`src/rtl/mem_arbiter.sv`:
```
// Arbiter that shares one single-ported, multi-cycle memory between instruction
// fetch and MEM-stage loads/stores. Data accesses take priority, and an access
// in flight is never pre-empted.
module mem_arbiter #(
  parameter int MEM_LAT = 2,
  parameter int AW      = 16,
  parameter int DW      = 16
) (
  input  logic          clk,
  input  logic          rst,
  input  logic          ifReq,
  input  logic [AW-1:0] ifAddr,
  input  logic          MemReadIn,
  input  logic          MemWriteIn,
  input  logic [AW-1:0] memAddr,
  input  logic [DW-1:0] memWriteData,
  input  logic          HaltIn,
  input  logic [DW-1:0] mRdData,
  output logic          mEnable,
  output logic          mWr,
  output logic [AW-1:0] mAddr,
  output logic [DW-1:0] mWrData,
  output logic [DW-1:0] instrOut,
  output logic          instrValid,
  output logic [DW-1:0] dataOut,
  output logic          dataValid,
  output logic          stallFetch,
  output logic          stallMem,
  output logic          controlZeroExMem,
  output logic          halted
);

  localparam int CW = $clog2(MEM_LAT + 1);

  typedef enum logic [1:0] {IDLE, FETCH, DATA, HALTED} state_t;

  state_t        state, next_state;
  logic [CW-1:0] cnt;
  logic          data_req;
  logic          last_cycle;

  assign data_req   = MemReadIn | MemWriteIn;
  assign last_cycle = (cnt == CW'(MEM_LAT - 1));

  // NOTE: sequential state uses non-blocking assignments so every flop
  // samples the pre-edge values, independent of process ordering.
  always_ff @(posedge clk or negedge rst) begin
    if (!rst) state <= IDLE;
    else      state <= next_state;
  end

  // NOTE: next_state gets a default before the case so no path leaves it
  // unassigned and infers a latch.
  always_comb begin
    next_state = state;
    case (state)
      IDLE: begin
        if (data_req)    next_state = DATA;
        else if (HaltIn) next_state = HALTED;
        else if (ifReq)  next_state = FETCH;
      end
      FETCH, DATA: if (last_cycle) next_state = IDLE;
      HALTED:      next_state = HALTED;
      default:     next_state = IDLE;
    endcase
  end

  // Access latches, latency counter and completion registers.
  // Requests are sampled only at the IDLE grant edge.
  always_ff @(posedge clk or negedge rst) begin
    if (!rst) begin
      cnt        <= '0;
      mWr        <= 1'b0;
      mAddr      <= '0;
      mWrData    <= '0;
      instrOut   <= '0;
      instrValid <= 1'b0;
      dataOut    <= '0;
      dataValid  <= 1'b0;
    end else begin
      instrValid <= 1'b0;
      dataValid  <= 1'b0;
      case (state)
        IDLE: begin
          if (data_req) begin
            mAddr   <= memAddr;
            mWrData <= memWriteData;
            mWr     <= MemWriteIn;
            cnt     <= '0;
          end else if (!HaltIn && ifReq) begin
            mAddr <= ifAddr;
            mWr   <= 1'b0;
            cnt   <= '0;
          end
        end
        FETCH: begin
          cnt <= cnt + CW'(1);
          if (last_cycle) begin
            instrOut   <= mRdData;
            instrValid <= 1'b1;
          end
        end
        DATA: begin
          cnt <= cnt + CW'(1);
          if (last_cycle) begin
            if (!mWr) dataOut <= mRdData;
            dataValid <= 1'b1;
          end
        end
        default: ;
      endcase
    end
  end

  // Stalls are gated by rst so every output reads 0 while reset is held.
  always_comb begin
    mEnable          = (state == FETCH) || (state == DATA);
    halted           = (state == HALTED);
    stallMem         = 1'b0;
    stallFetch       = 1'b0;
    if (rst) begin
      if (state == HALTED) begin
        stallFetch = ifReq;
      end else begin
        stallMem   = data_req & ~dataValid;
        stallFetch = (ifReq & ~instrValid) | stallMem;
      end
    end
    controlZeroExMem = stallMem;
  end

endmodule

```
`config.mk`:
```
export PLATFORM = sky130hd
export DESIGN_NAME = mem_arbiter
export DESIGN_NICKNAME = d
export VERILOG_FILES = /design/src/rtl/mem_arbiter.sv
export SDC_FILE = /design/constraint.sdc
export NUM_CORES = 1
export LEC_CHECK = 0
export CAP_MARGIN = 25
export CORE_ASPECT_RATIO = 0.9
export CORE_MARGIN = 2
export CORE_UTILIZATION = 40
export CTS_BUF_LIST = sky130_fd_sc_hd__clkbuf_2 sky130_fd_sc_hd__clkbuf_4 sky130_fd_sc_hd__clkbuf_8
export CTS_CLUSTER_DIAMETER = 200
export DETAILED_ROUTE_END_ITERATION = 7
export PLACE_DENSITY_LB_ADDON = 0.05
export SETUP_SLACK_MARGIN = 0.02
export SYNTH_ARGS = -nofsm -noshare
export SYNTH_HDL_FRONTEND = slang
export SYNTH_SLANG_ARGS = --single-unit
export TNS_END_PERCENT = 10
```
`constraint.sdc`:
```
create_clock -name clk -period 2.25 [get_ports clk]
set_input_delay 0.225 -clock clk [delete_from_list [all_inputs] [get_ports clk]]
set_output_delay 0.225 -clock clk [all_outputs]
set_load 0.1 [all_outputs]
```
* Word-level counts from Yosys, hierarchy flattened
Cells that the tools add are included.
** Storage, ports and cells
- Register bits :: 71
- Input bits :: 70
- Output and inout bits :: 72
- Logic and storage cells :: 56
** Operators by class
- Add/sub/neg operators :: 1
- Equal/unequal tests :: 7
- Multiplexer cells :: 19
- Bitwise logic cells :: 7
- Reduce and logical (&&, ||, !) cells :: 13
** Operator list (count)
- $mux W16 :: 2
- $mux W2 :: 6
- $reduce_and A2 Y1 :: 5
- $mux W1 :: 9
- $pmux W2 S3 :: 1
- $eq A2 B1 Y1 const B :: 2
- $eq A2 B2 Y1 const B :: 2
- $ne A4 B4 Y1 const B :: 1
- $pmux W2 S2 :: 1
- $reduce_bool A2 Y1 :: 2
- $ne A3 B3 Y1 const B :: 1
- $not A1 Y1 :: 3
- $reduce_and A3 Y1 :: 1
- $add A2 B1 Y2 const B :: 1
- $and A1 B1 Y1 :: 2
- $logic_not A2 Y1 :: 1
- $ne A2 B1 Y1 const B :: 1
- $or A1 B1 Y1 :: 2
- $reduce_or A2 Y1 :: 1
- $logic_and A1 B1 Y1 :: 1
- $logic_not A1 Y1 :: 1
- $logic_or A1 B1 Y1 :: 1

* Logic depth before layout (Yosys ltp)
- Depth after elaboration :: 5
- Gate-level depth with buffers :: 7
- Gate-level depth less buffers :: 6

* Least setup slack after synthesis
OpenSTA, ideal clock, no wires.
- Path kind :: reg2out
- Start point :: reg state[0]
- End point :: out stallMem
- Data arrival time :: 3.276 ns
- Data required time :: 2.025 ns
- Setup slack :: -1.251 ns
- Stages on the path, launching flop included :: 5
- Path buffers :: 1
- Cells stage by stage :: dfrtp_1 > ha_1 > or3_1 > nor2_1 > buf_4
** On the way
- Longest elaborated chain between the ends :: 3
** Ends and longest elaborated chain
- start, declared :: RTL line 37 : state_t state, next_state;
- start signal, assigned :: RTL line 49 : else state <= next_state;
- $eq A2 B2 Y1
- net halted :: RTL line 30 : output logic halted
- $mux W1 :: RTL line 122 : if (state == HALTED) begin
- $mux W1 :: RTL line 121 : if (rst) begin
- end, declared :: RTL line 28 : output logic stallMem,
The timed path passes the listed nets, and every way through them passes these cells.

* Worst setup path in the final report
- Start point :: reg state[0]
- End point :: out stallMem
** On the way
- Longest elaborated chain between the ends :: 3
** Ends and longest elaborated chain (RTL line)
- $eq A2 B2 Y1 :: 122
- $mux W1 :: 122
- $mux W1 :: 121
No other way between the ends.

==> out/qor.yml <==
run_status: "finished, final reports clean"
start_util_pct: 40.59
vias: 2212
netlist.top_cell.by_area: "dfrtp_1"
r2r_slack_ns: 0.54
clkSinkCount: 71
boundaryPins: 142
antenna_found_initial: 0
clkSlewWorstSetupHoldPaths_ns: 0.07
placed_area_um2: 4407
ant_nets: 0
synth_edf_count: 0
grt_pass1_wl_mm: 10.67
io_buffers: 141
viasPerCell: 4.686
cts_tree: "yes"
dp_hpwl_mm: 4.963
finalHoldViolations: 0
async_flop_share_pct: 100.0
yosys_most_used_dff: "dfrtp_1"
grt_max_degree: 72
crit_required_ns: 2.03
syn_inst: 224
cap_violations: 0
rsz0062_at_grt: "no"
cp.arrival_ns: 1.84
n_fill_cell: 629
synth-seq-cells: 71
cts_hold_buf: 0
grt-ovfl-total: 0
h-tree-depth: 3
worstMarginPinSlew_ns: 0.8877
worst-path-max-fanout: 5
row_count: 30
skew_ns: 0.01247
ff2ff_path_depth: 6
core_area_um2: 7432
place_congestion: 0.7233
yosysTopAreaCellShare_pct: 58.90
area_growth_pct: 51.80
worst_setup_path_start_kind: "register"
avgSynthCellArea_um2: 13.47
die_h_um: 86.39
worst_setup_path_end_kind: "output pin"
clock_latency_ns: 0.35
dr.first_iter.drc_count: 61
track_usage_pct: 17.10
syn_nets: 300
drt-wirelength-per-cell_um: 14.38
drive_gt1_share_pct: 39.89
r2r_start: "state[0]"
setup_tns_ns: 0
die_area_um2: 8253
nets: 447
ys_seq_area_share_pct: 58.90
period_minus_slack_ns: 2.064
cts_root_buffer: "clkbuf_8"
drc: 0
r2r-end: "dataOut[2]"
grt_pass1_vias: 2262
cts_buffers: 9
period_share_pct: 91.75
finalMaxSlewViolations: 0
critPathKind: "reg2out"
antenna_cells: 0
synth_warnings: 0
dr.pass1.iters: 4
setup_viol: 0
clockBufferDepth: 2
wl_mm: 6.786
die_x_um: 95.54
cts_resized: 0
ys_types: 28
final_cell_area_um2: 4579
postCtsSetupRepairBufs: 0
synth_area_leaders: "dfrtp_1 (59%), mux2_2 (18%), mux2i_1 (5.6%)"
holdWs_ns: 0.1014
max-slew-margin-rel_pct: 40.82
timing.fmax_ghz: 0.4844
synthesis.area_um2: 3017
hold_class: "in2async"
cells in the mapped netlist (all sizes together) (2+ instances only):
library cell	count
nand2b	2
mux2	48
buf	10
nand2	21
o21ai	20
dfrtp	71
nor2b	4
a21oi	5
mux2i	17
inv	6
nor2	4
ha	6
flip-flops by register name (all words and copies together) (netlist names):
register / flops
dataValid: 1
instrValid: 1
mWr: 1
state: 2
cnt: 2
dataOut: 16
instrOut: 16
mAddr: 16
mWrData: 16
how the worst max path moves through the flow:
stage               start               end  slack, ns  cells past startpoint
3_3_place_gp   MemWriteIn  controlZeroExMem       0.37                      5
3_5_place_dp   MemWriteIn          stallMem       0.35                      5
6_report         state[0]          stallMem       0.19                      4
2_1_floorplan    state[0]          stallMem       0.02                      4
5_1_grt          state[0]          stallMem       0.12                      4
4_1_cts          state[0]          stallMem       0.17                      4
stage by stage:
step	std cells	util (%)	setup slack [ns]
floorplan	224	-	0.02227
global placement	456	59.29	0.3681
detailed placement	456	59.29	0.3464
CTS	472	61.62	0.1656
global route	472	61.62	0.1187
finish	472	61.62	0.1857
logic make-up after synthesis:
| kind of cell | after synthesis | share of synthesized area (%) |
|---|---|---|
| xor+xnor | 1 | 0.2904 |
| buf+inv | 16 | 3.359 |
| fa+ha+maj | 6 | 2.489 |
| flops | 71 | 58.90 |
| simple gates | 37 | 6.138 |
| compound gates | 28 | 5.268 |
| mux | 65 | 23.56 |
cell type report:
cell class | count | area (µm²) | share of cell area, %
multi-input combinational | 137 | 1170 | 25.55
timing repair buffer | 146 | 1316 | 28.74
tap | 96 | 120.1 | 2.623
clock buffer | 9 | 123.9 | 2.705
sequential | 71 | 1778 | 38.83
inverter | 6 | 22.52 | 0.4918
clock inverter | 7 | 48.80 | 1.066
metal layers:
layer	up-vias	routed length (µm)	global-route usage [%]
met2	90	3339	28.23
met5	-	0	0
li1	1075	-	-
met1	1039	2800	20.34
met4	0	74	5.584
met3	8	571	6.957
layout by cell type (no fill, tap or decap), types with 2 or more instances in the layout:
cell	count
nand2b_1	2
clkdlybuf4s50_1	68
o21ai_1	3
a21oi_1	4
nor2_1	2
ha_1	5
dfrtp_1	70
clkbuf_8	9
nor2_4	2
mux2i_1	17
buf_4	74
nand2_1	20
clkinvlp_4	4
mux2_2	48
clkinv_2	2
inv_1	6
buf_12	4
o21ai_0	16
nor2b_1	4
critical path, stage by stage (launching register included):
cell     delay (ns)
dfrtp_1        0.44
ha_4           0.20
or3_1          0.47
nor2_4         0.20
buf_12         0.19
Power is not shown: default switching activity piles up to over one toggle a cycle in this logic, so the estimate is an artifact.
